## src/rtl/rect_fill_engine.sv

```systemverilog
// Rectangle fill engine: turns one (origin, size, colour) command into a raster-order
// stream of clipped frame-buffer writes, one per clock, followed by a done pulse.
module rect_fill_engine #(
    parameter int SCREEN_W = 160,
    parameter int SCREEN_H = 120,
    parameter int COORD_W  = 8,
    parameter int COLOR_W  = 3
) (
    input  logic               clk,
    input  logic               resetn,
    input  logic               cmd_valid,
    output logic               cmd_ready,
    input  logic [COORD_W-1:0] cmd_x0,
    input  logic [COORD_W-1:0] cmd_y0,
    input  logic [COORD_W-1:0] cmd_w,
    input  logic [COORD_W-1:0] cmd_h,
    input  logic [COLOR_W-1:0] cmd_color,
    output logic [COORD_W-1:0] x,
    output logic [COORD_W-1:0] y,
    output logic [COLOR_W-1:0] color,
    output logic               plot,
    output logic               busy,
    output logic               done
);

    typedef enum logic [1:0] {S_IDLE, S_DRAW, S_DONE} state_t;

    localparam logic [COORD_W:0] LIM_W = (COORD_W+1)'(SCREEN_W);
    localparam logic [COORD_W:0] LIM_H = (COORD_W+1)'(SCREEN_H);

    // Last covered coordinate, saturated at the screen edge; one extra bit keeps
    // org+len from wrapping back to column/row 0.
    function automatic logic [COORD_W-1:0] clip_last(
        input logic [COORD_W-1:0] org,
        input logic [COORD_W-1:0] len,
        input logic [COORD_W:0]   lim
    );
        logic [COORD_W:0] e;
        e = {1'b0, org} + {1'b0, len};
        if (e > lim) e = lim;
        e = e - (COORD_W+1)'(1);
        return e[COORD_W-1:0];
    endfunction

    state_t               r_state, w_state;
    logic [COORD_W-1:0]   r_x, w_x, r_y, w_y;
    logic [COLOR_W-1:0]   r_color, w_color;
    logic                 r_plot, w_plot, r_busy, w_busy, r_done, w_done, r_ready, w_ready;
    logic [COORD_W-1:0]   r_x0, w_x0, r_x_last, w_x_last, r_y_last, w_y_last;
    logic                 w_empty;

    assign w_empty = (cmd_w == '0) || (cmd_h == '0) ||
                     ({1'b0, cmd_x0} >= LIM_W) || ({1'b0, cmd_y0} >= LIM_H);

    always_ff @(posedge clk) begin
        if (!resetn) begin
            r_state <= S_IDLE;
            r_x     <= '0;
            r_y     <= '0;
            r_color <= '0;
            r_plot  <= 1'b0;
            r_busy  <= 1'b0;
            r_done  <= 1'b0;
            r_ready <= 1'b1;
        end else begin
            r_state <= w_state;
            r_x     <= w_x;
            r_y     <= w_y;
            r_color <= w_color;
            r_plot  <= w_plot;
            r_busy  <= w_busy;
            r_done  <= w_done;
            r_ready <= w_ready;
        end
    end

    // Rectangle bounds are only meaningful while busy, so they carry no reset.
    always_ff @(posedge clk) begin
        r_x0     <= w_x0;
        r_x_last <= w_x_last;
        r_y_last <= w_y_last;
    end

    always_comb begin
        w_state  = r_state;
        w_x      = r_x;
        w_y      = r_y;
        w_color  = r_color;
        w_plot   = 1'b0;
        w_busy   = r_busy;
        w_done   = 1'b0;
        w_ready  = r_ready;
        w_x0     = r_x0;
        w_x_last = r_x_last;
        w_y_last = r_y_last;
        case (r_state)
            S_IDLE: begin
                w_busy  = 1'b0;
                w_ready = 1'b1;
                if (cmd_valid) begin
                    w_x0     = cmd_x0;
                    w_x_last = clip_last(cmd_x0, cmd_w, LIM_W);
                    w_y_last = clip_last(cmd_y0, cmd_h, LIM_H);
                    w_color  = cmd_color;
                    w_ready  = 1'b0;
                    w_busy   = 1'b1;
                    if (w_empty) begin
                        w_state = S_DONE;
                        w_done  = 1'b1;
                    end else begin
                        w_state = S_DRAW;
                        w_x     = cmd_x0;
                        w_y     = cmd_y0;
                        w_plot  = 1'b1;
                    end
                end
            end
            S_DRAW: begin
                w_plot = 1'b1;
                if (r_x < r_x_last) begin
                    w_x = r_x + COORD_W'(1);
                end else if (r_y < r_y_last) begin
                    w_x = r_x0;
                    w_y = r_y + COORD_W'(1);
                end else begin
                    w_state = S_DONE;
                    w_plot  = 1'b0;
                    w_done  = 1'b1;
                end
            end
            S_DONE: begin
                w_state = S_IDLE;
                w_ready = 1'b1;
                w_busy  = 1'b0;
            end
            default: begin
                w_state = S_IDLE;
                w_ready = 1'b1;
                w_busy  = 1'b0;
            end
        endcase
    end

    assign x         = r_x;
    assign y         = r_y;
    assign color     = r_color;
    assign plot      = r_plot;
    assign busy      = r_busy;
    assign done      = r_done;
    assign cmd_ready = r_ready;

endmodule

```

## config.mk

```make
export PLATFORM = sky130hd
export DESIGN_NAME = rect_fill_engine
export DESIGN_NICKNAME = d
export VERILOG_FILES = /design/src/rtl/rect_fill_engine.sv
export SDC_FILE = /design/constraint.sdc
export NUM_CORES = 1
export LEC_CHECK = 0
export CAP_MARGIN = 20
export CORE_MARGIN = 1
export CORE_UTILIZATION = 50
export CTS_BUF_LIST = sky130_fd_sc_hd__clkbuf_8
export DETAILED_ROUTE_END_ITERATION = 6
export HOLD_SLACK_MARGIN = 0.02
export PLACE_DENSITY = 0.86
export SETUP_SLACK_MARGIN = 0.3
export SLEW_MARGIN = 20
export SYNTH_ARGS = -nofsm -noshare
export SYNTH_HDL_FRONTEND = slang
export SYNTH_SLANG_ARGS = --single-unit
```

## constraint.sdc

```tcl
create_clock -name clk -period 3.9 [get_ports clk]
set_clock_uncertainty 0.1 [all_clocks]
set_input_delay 0.78 -clock clk [delete_from_list [all_inputs] [get_ports clk]]
set_output_delay 0.78 -clock clk [all_outputs]
set_load 0.02 [all_outputs]
```

Word level (Yosys, flattened, before mapping)
Index checks and enable logic that the tools add are counted.
Widths: inputs -> output; s select.

cells by class
  add/sub/neg operators = 6
  $mul = 0
  div/mod/pow operators = 0
  order comparisons = 6
  eq/ne operators = 7
  shifts and indexed selects = 0
  mux-type cells = 35
  bitwise operators = 0
  reduce and logical (&&, ||, !) cells = 11

operator list
  operator             number
  $mux 8               14
  $pmux 8 s2           2
  $add 8x8->9          2
  $add 8x1->8 const B  2
  $logic_not 8->1      2
  $lt 8x8->1           2
  $sub 8x1->8 const B  2
  $mux 1               10
  $ne 2x2->1 const B   5
  $gt 9x7->1 const B   1
  $gt 9x8->1 const B   1
  $ge 8x7->1 const B   1
  $ge 8x8->1 const B   1
  $mux 2               4
  $pmux 1 s2           4
  $reduce_and 5->1     1
  $pmux 2 s2           1
  $reduce_and 4->1     1
  $logic_or 1x1->1     3
  $ne 3x3->1 const B   1
  $reduce_and 3->1     1
  $eq 2x1->1 const B   1
  $logic_not 2->1      1
  $reduce_and 2->1     1
  $reduce_bool 2->1    1

storage, ports and cells
  register bits = 49
  latch bits = 0
  bits in writable memories = 0
  bits in read-only memories = 0
  input bits = 38
  output and inout port bits = 23
  word-level logic and storage cells = 76
  memories kept = 0

Logic depth before layout (Yosys ltp)
Gate-level depths: netlist of run 1.

  depth in word-level cells = 7
  mapped depth = 14
  mapped depth without buffers = 14

Worst setup path after synthesis of run 1
No wires, ideal clock.

  kind = input -> register
  start point = in cmd_x0[0]
  end point = reg r_x_last[6] (data pin)
  arrival time = 3.454 ns
  data required time = 3.662 ns
  setup slack = 0.208 ns
  cell stages on the path = 13
  path buffers = 0
  cells stage by stage = ha_1 > inv_1 > fa_1 > xnor2_1 > or3b_4 > or3_4 > a21oi_2 > o21a_1 > nand2b_1 > ha_1 > nand3b_1 > mux2_2 > nor2_1

on the way
  word-level cells in the longest chain between the ends = 6

RTL lines
  what                  RTL line  text
  from (decl)           13        input logic [COORD_W-1:0] cmd_x0,
  $add 8x8->9 (*)       39        e = {1'b0, org} + {1'b0, len};
  $gt 9x8->1            40        if (e > lim) e = lim;
  $mux 8 (*)            40
  $mux 8 (*)            100       if (cmd_valid) begin
  $mux 8 (*)            96        case (r_state)
  $sub 8x1->8 (*)       41        e = e - (COORD_W+1)'(1);
  to (signal assigned)  80        r_x_last <= w_x_last;
  to (decl)             49        logic [COORD_W-1:0] r_x0, w_x0, r_x_last, w_x_last, r_y_last, w_y_last;

Mark *: on every way between the ends. The rest lies on a longest branch, timed or not. The select of a mux whose other input is x is not followed.
A chain may end at the register's enable or synchronous reset.

Worst setup path in the final report of run 1
  start point = in cmd_h[3]
  end point = reg r_y_last[4] (data pin)

on the way
  word-level cells in the longest chain between the ends = 6

RTL lines
  what                  RTL line  text
  from (decl)           16        input logic [COORD_W-1:0] cmd_h,
  $add 8x8->9 (*)       39
  $gt 9x7->1            40
  $mux 8 (*)            40
  $mux 8 (*)            100
  $mux 8 (*)            96
  $sub 8x1->8 (*)       41
  to (signal assigned)  81        r_y_last <= w_y_last;
  to (decl)             49

Marks and branches as above.

==> flow_summary_export.csv, run 1 <==
group,metric,value,unit
outcome,outcome,"completed",
global_route,antenna_found_initial,0,
floorplan,boundaryPins,61,
cts,clkLatencyLatePin,0.31,ns
route,postRouteAntennaNets,0,
route,drt_iter0_drc,260,
global_route,grt-ovfl-total,0,
floorplan,chipWidth,86.3,um
critical_path,critical_path_arrival,3.52,ns
hold_path,worstHoldPathType,"reg -> reg",
placement,number_of_buffer_cells_added_on_primary_ports,60,
hold_path,whs_path_depth,2,
hold_path,holdPathEnd,"color[1]$_SDFFE_PN0P_",
floorplan,floorplan.die_area,7440,um^2
pwr,vdd_drop_max,164,uV
final_layout,finish.net_count,573,
critical_path,worst_ep_required_time,3.85,ns
timing,max_slew_margin,31.9,%
global_route,grt_first_pass_wirelength,14600,um
critical_path,critical_path_class,"in -> reg",
timing,worst_tran_pin_value,1.02,ns
critical_path,rr_startpoint,"x[5]$_SDFFE_PN0P_",
timing,report.final.hold_viol_count,0,
global_route,grt_max_degree,26,
final_layout,fillers,497,
yosys,yosys.cell_types.count,63,
job,maxCapViolCount,0,
global_route,global_route.usage.total,25.0,%
floorplan,floorplan.core_area,6830,um^2
cts,cts_sinks,49,
route,detailroute.via_count,3432,
cts,ctsLongestPathBuffers,2,
floorplan,core.rowCount,30,
yosys,asyncSetResetFlopFracSynth,0,%
yosys,synth_cells,396,
final_layout,area_growth_syn_to_layout,37.2,%
yosys,post_synth_instance_area,3550,um^2
timing,timing_max_transition_violations_final,0,
yosys,synth-seq-cells,49,
timing,final.setup.tns,0,ns
pwr,power.density,337,nW/um^2
timing,setup_viol_count_final,0,
timing,min_period_over_period,91.6,%
yosys,mappedNetlistNets,470,
route,via_count_normalized_by_instance_count,5.76,
yosys,ys_warn_count,0,
final_layout,postLayoutCoreUtil,71.3,%
final_layout,layout-drive-gt1-share,21.2,%
critical_path,path_max_fanout,4,
route,pre_antenna_drt_iters,5,
route,drt_wl_total,9500,um
placement,dp_hpwl,6870,um
timing,finalCriticalPeriod,3.57,ns
route,drc,0,
timing,grt_setup_unrepaired,"no",
critical_path,worst_r2r_endpoint,"y[2]$_SDFFE_PN0P_",
hold_path,hold_startpoint,"color[1]$_SDFFE_PN0P_",
yosys,post_synth.cell_area_avg,8.96,um^2
timing,max_freq,0.280,GHz
cts,cts_buffers,5,
critical_path,r2r_setup_slack,1.03,ns
yosys,seq_area_frac_synth,34.4,%
cts,clk_transition_reported_paths,0.09,ns
route,route.detailed.wl_per_inst,15.9,um
timing,timing.hold.ws,0.408,ns
cts,cts.hold.buffers_added,0,
global_route,vias_in_the_first_global_route,3225,
critical_path,r2r_cells,8,
pwr,leakagePower,2.02,nW
floorplan,die_y,86.3,um
placement,gp_routability_congestion,0.866,
yosys,synth_ff_type,"sky130_fd_sc_hd__dfxtp_1",
cts,cts_root_buf,"sky130_fd_sc_hd__clkbuf_8",
cts,tritoncts,"built",
cts,cts-htree-levels,2,
floorplan,starting_utilization_of_the_core_area,52.0,%
yosys,number_of_enable_type_register_cells_in_the_synthesized_netlist,24,
critical_path,critPathCaptureType,"flop",
final_layout,n_antenna_cell,0,
critical_path,startpoint_type,"input pin",
per-stage QoR:
step | total power [mW] | worst slack, ns | area [um^2] | cells
finish | 1.64 | 0.329 | 4870 | 596
global route | 1.73 | 0.254 | 4870 | 596
CTS | 1.58 | 0.300 | 4700 | 590
detailed placement | 1.26 | -0.210 | 4510 | 577
global placement | 1.23 | -0.123 | 4510 | 577
floorplan | 1.02 | 0.306 | 3560 | 396
timing repair:
action                     in CTS  in global routing
setup buffers                   5                  6
resized for setup              16                 28
pin swaps                       7                 14
setup endpoints to repair       5                  4
layout by cell type, fill, tap and decap left out, types with 4 or more instances in the layout:
master and n:
sky130_fd_sc_hd__ha_4 4, sky130_fd_sc_hd__nand2_1 35, sky130_fd_sc_hd__edfxtp_1 24, sky130_fd_sc_hd__and2_1 4, sky130_fd_sc_hd__mux2_2 6, sky130_fd_sc_hd__o21a_1 7
sky130_fd_sc_hd__clkdlybuf4s50_1 52, sky130_fd_sc_hd__mux2i_1 7, sky130_fd_sc_hd__nor4_1 4, sky130_fd_sc_hd__xor2_1 10, sky130_fd_sc_hd__nand2b_1 9, sky130_fd_sc_hd__nor2b_1 5
sky130_fd_sc_hd__clkbuf_8 5, sky130_fd_sc_hd__nor2_1 27, sky130_fd_sc_hd__a21oi_1 19, sky130_fd_sc_hd__dfxtp_1 25, sky130_fd_sc_hd__inv_1 30, sky130_fd_sc_hd__xnor2_1 10
sky130_fd_sc_hd__nand3b_1 5, sky130_fd_sc_hd__buf_4 49, sky130_fd_sc_hd__dlymetal6s2s_1 5, sky130_fd_sc_hd__ha_2 5, sky130_fd_sc_hd__a31oi_1 8, sky130_fd_sc_hd__nor3_1 11
sky130_fd_sc_hd__a211oi_1 6, sky130_fd_sc_hd__nand3_1 11, sky130_fd_sc_hd__o21ai_0 15, sky130_fd_sc_hd__ha_1 25, sky130_fd_sc_hd__o32ai_1 7
per-layer routing:
layer / routed length [um] / track usage (%)
met4: 137 / 7.27
met5: 0 / 0
met3: 671 / 4.67
met2: 4670 / 43.3
met1: 4030 / 31.8
registers in the layout (all words and copies together), names as in the netlist:
| signal | cells |
|---|---|
| r_x0 | 8 |
| r_x_last | 8 |
| r_y_last | 8 |
| x | 8 |
| y | 8 |
| color | 3 |
| r_state | 2 |
| busy | 1 |
| cmd_ready | 1 |
| done | 1 |
| plot | 1 |
cells by family after synthesis:
logic type / count (synthesis) / share of synthesized area (%)
AND/OR/NAND/NOR: 136 / 19.6
AO/OA/AOI/OAI: 97 / 18.8
flip-flops: 49 / 34.4
buffers and inverters: 43 / 4.76
adder cells (fa/ha/maj): 36 / 13.1
XOR/XNOR: 22 / 5.43
multiplexers: 13 / 3.88
final cells by class:
class                      instances  area, um^2  share of cell area [%]
clock inverter                     3        13.8                   0.283
multi-input combinational        304        2360                    48.5
inverter                          30         113                    2.31
sequential                        49        1220                    25.1
tap                               96         120                    2.47
clock buffer                       5        68.8                    1.41
timing repair buffer             109         970                    19.9
synthesized netlist by cell type (all sizes together) (4+ instances only):
master  number  area (um^2)
a211oi       8         65.1
a21oi       23          119
a31oi       10         62.6
and2         4         25.0
buf          5         26.3
clkbuf       8         30.0
dfxtp       25          500
edfxtp      24          721
ha          34          425
inv         30          113
mux2         6         67.6
mux2i        7         70.1
nand2       36          135
nand2b      10         62.6
nand3       11         55.1
nand3b       5         37.5
nor2        29          109
nor2b        5         31.3
nor3        13         70.1
nor4         4         25.0
o21a         7         52.6
o21ai       18         93.8
o32ai        7         61.3
xnor2       11         96.3
xor2        11         96.3
power breakdown:
group	leakage [nW]	switching (mW)	internal (mW)	total, mW
Combinational	1.54	0.350	0.354	0.703
Sequential	0.427	0.0415	0.605	0.647
Clock	0.0491	0.171	0.122	0.293
worst max-delay path: stages:
cell and delay (ns):
sky130_fd_sc_hd__clkdlybuf4s50_1 0.50, sky130_fd_sc_hd__ha_1 0.25, sky130_fd_sc_hd__buf_4 0.16, sky130_fd_sc_hd__a21oi_1 0.15, sky130_fd_sc_hd__o22ai_2 0.14, sky130_fd_sc_hd__o21a_1 0.22, sky130_fd_sc_hd__o32a_1 0.34, sky130_fd_sc_hd__a31oi_4 0.20
sky130_fd_sc_hd__nand2b_1 0.09, sky130_fd_sc_hd__ha_2 0.19, sky130_fd_sc_hd__nand3b_1 0.13, sky130_fd_sc_hd__buf_4 0.13, sky130_fd_sc_hd__xor2_1 0.16, sky130_fd_sc_hd__nand2_1 0.07
how the worst max path moves through the flow:
stage	from	depth (start not counted)	slack (ns)	endpoint
finish	cmd_h[3]	14	0.33	r_y_last[4]$_DFFE_PP_
global route	cmd_y0[3]	14	0.25	r_y_last[4]$_DFFE_PP_
CTS	cmd_x0[0]	15	0.30	r_x_last[6]$_DFFE_PP_
detailed placement	cmd_x0[0]	15	-0.21	r_x_last[6]$_DFFE_PP_
global placement	cmd_x0[0]	15	-0.12	r_x_last[6]$_DFFE_PP_
floorplan	cmd_x0[0]	14	0.31	r_x_last[6]$_DFFE_PP_
Power figures use the tool's default switching activity.
==> inputs of run 2 (changes only) <==
--- a/config.mk
+++ b/config.mk
@@ -11,7 +11,8 @@
 export CTS_BUF_LIST = sky130_fd_sc_hd__clkbuf_8
 export DETAILED_ROUTE_END_ITERATION = 6
 export HOLD_SLACK_MARGIN = 0.02
-export PLACE_DENSITY = 0.86
+export MAX_ROUTING_LAYER = met4
+export PLACE_DENSITY = 0.78
 export SETUP_SLACK_MARGIN = 0.3
 export SLEW_MARGIN = 20
 export SYNTH_ARGS = -nofsm -noshare
==> run 2 against run 1 <==
Worst hold slack is essentially flat. First-iteration DRC count decreased by 24%. Routed wire length grew 1.5%. Critical path depth shrank 2. Setup slack got worse by 0.043 ns. Clock power hardly changed. Critical path type unchanged. Largest power group unchanged.
==> flow_summary_export.csv, run 2 (same netlist as run 1, synthesis figures left out) <==
group,metric,value,unit
timing,setup_viol_count_final,0,
final_layout,n_antenna_cell,0,
hold_path,worstHoldPathType,"reg -> reg",
cts,cts_root_buf,"sky130_fd_sc_hd__clkbuf_8",
timing,min_period_over_period,92.7,%
timing,max_slew_margin,32.6,%
cts,cts_sinks,49,
final_layout,fillers,515,
global_route,grt-ovfl-total,0,
pwr,leakagePower,2.04,nW
critical_path,worst_ep_required_time,3.96,ns
cts,tritoncts,"built",
critical_path,worst_path_largest_cell_delay,0.53,ns
global_route,global_route.usage.total,25.5,%
critical_path,critical_path_arrival,3.68,ns
final_layout,area_growth_syn_to_layout,36.7,%
pwr,power.density,337,nW/um^2
critical_path,critical_path_class,"in -> reg",
route,via_count_normalized_by_instance_count,5.70,
critical_path,r2r_cells,9,
final_layout,final_cells,598,
pwr,vdd_drop_max,189,uV
outcome,outcome,"completed",
placement,gp_routability_congestion,0.950,
route,pre_antenna_drt_iters,4,
cts,cts.hold.buffers_added,0,
hold_path,whs_path_depth,2,
route,drt_iter0_drc,197,
route,postRouteAntennaNets,0,
floorplan,floorplan.core_area,6830,um^2
placement,cells_after_dpl,575,
cts,clk_transition_reported_paths,0.09,ns
final_layout,final_common_cell,"sky130_fd_sc_hd__buf_4",
critical_path,critical_path.slowest_cell,"sky130_fd_sc_hd__clkdlybuf4s50_1",
timing,finalCriticalPeriod,3.61,ns
final_layout,final_cell_area,4850,um^2
route,drt_wl_total,9640,um
cts,clkLatencyLatePin,0.30,ns
global_route,grt_first_pass_wirelength,14700,um
global_route,vias_in_the_first_global_route,3188,
timing,worst_tran_pin_value,1.01,ns
timing,timing_max_transition_violations_final,0,
timing,report.final.hold_viol_count,0,
route,drc,0,
pwr,clock_share_of_power,17.9,%
critical_path,critical_path.cell_chain,"clkdlybuf4s50_1, ha_4, xnor2_2, or3b_4, or3_4, a21oi_4, o21a_1, nand2_1, ha_2, nand3b_1, mux2_2, nor2_1",
floorplan,chipWidth,86.3,um
pwr,power_report.internal_total,1.07,mW
final_layout,layout-drive-gt1-share,21.7,%
placement,number_of_buffer_cells_added_on_primary_ports,60,
cts,cts-htree-levels,2,
placement,place_area,4500,um^2
job,maxCapViolCount,0,
critical_path,path_max_fanout,4,
floorplan,core.rowCount,30,
global_route,grt_max_degree,26,
final_layout,top_library_cells_by_usage_in_the_layout_fill_and_taps_aside,"sky130_fd_sc_hd__buf_4 (51), sky130_fd_sc_hd__clkdlybuf4s50_1 (48), sky130_fd_sc_hd__nand2_1 (35), sky130_fd_sc_hd__nor2_1 (27), sky130_fd_sc_hd__ha_1 (27)",
cts,ctsLongestPathBuffers,2,
route,detailroute.via_count,3411,
floorplan,die_y,86.3,um
critical_path,critPathCaptureType,"flop",
floorplan,floorplan.die_area,7440,um^2
pwr,power.share.sequential,39.5,%
global_route,antenna_found_initial,0,
timing,grt_setup_unrepaired,"no",
final_layout,finish.net_count,575,
route,route.detailed.wl_per_inst,16.1,um
timing,max_freq,0.277,GHz
floorplan,starting_utilization_of_the_core_area,52.0,%
critical_path,startpoint_type,"input pin",
floorplan,boundaryPins,61,
pwr,netSwitchingFraction,34.2,%
pwr,switchingPower,0.558,mW
final_layout,footprint_of_the_multi_input_gates,2330,um^2
final_layout,sequential_cell_area,1220,um^2
cts,cts_buffers,5,
placement,dp_hpwl,6650,um
pwr,share_comb_of_total_power,42.7,%
==> run 2: cell types whose count changed in the layout (fill, tap and decap cells not counted), sizes merged <==
| cell | delta |
|---|---|
| clkdlybuf4s50 | -4 |
| clkinv | +1 |
| buf | +2 |
| inv | -1 |
| dlymetal6s2s | +2 |
| dlygate4sd2 | +2 |
==> run 2: cell type report <==
cell class,instances,share of cell area (%)
Clock buffer,5,1.42
Clock inverter,3,0.258
Inverter,30,2.32
Multi-Input combinational cell,304,48.0
Sequential cell,49,25.2
Tap cell,96,2.48
Timing Repair Buffer,111,20.4
==> run 2: worst paths after layout <==
| kind | endpoint | start | slack (ns) |
|---|---|---|---|
| worst max-delay path | r_x_last[6]$_DFFE_PP_ | cmd_x0[2] | 0.29 |
| worst min-delay path | cmd_ready$_SDFFE_PN1N_ | cmd_ready$_SDFFE_PN1N_ | 0.41 |
| worst min register to register | cmd_ready$_SDFFE_PN1N_ | cmd_ready$_SDFFE_PN1N_ | 0.41 |
| worst max register to register | y[7]$_SDFFE_PN0P_ | x[5]$_SDFFE_PN0P_ | 1.29 |
==> run 2: critical path, delay by kind of cell <==
family                     cells  cell delay [ns]
buffers and inverters          1             0.53
adders and majority gates      2             0.42
and+or+nand+nor                5             1.09
xor gates and xnor gates       1             0.15
muxes                          1             0.35
AOI/OAI and AO/OA              2             0.35
==> run 2: layer usage <==
metal | share of wire [%] | global-route usage, % | vias to the layer above | wire [um]
met5 | 0 | - | - | 0
met4 | 1.5 | 6.82 | 0 | 145
met3 | 5.4 | 3.62 | 14 | 522
met2 | 51 | 41.8 | 112 | 4880
met1 | 42 | 33.3 | 1626 | 4100
li1 | - | - | 1659 | -
==> run 2: power by group through the flow <==
stage,sequential [mW],combinational [mW],clock (mW)
after global placement,0.655,0.580,0
after detailed placement,0.656,0.601,0
final,0.645,0.696,0.292
after global routing,0.652,0.757,0.314
after CTS,0.645,0.627,0.294
after floorplan,0.670,0.349,0
==> run 2: stage by stage <==
step                      power [mW]  setup slack (ns)  hold slack [ns]  utilization [%]  setup TNS, ns
final                           1.63             0.286            0.409             71.0              0
after global routing            1.72             0.194            0.431             71.0              0
after CTS                       1.57             0.300            0.407             68.4              0
after detailed placement        1.26            -0.240            0.381             65.9         -0.904
after global placement          1.23            -0.124            0.372             65.9         -0.224
after floorplan                 1.02             0.306            0.465                -              0
==> run 2: timing repair <==
action,4_1_cts,5_1_grt
pin swaps,14,17
gates cloned,0,0
resized for setup,17,32
buffers inserted,7,8
endpoints found under the setup margin,5,6
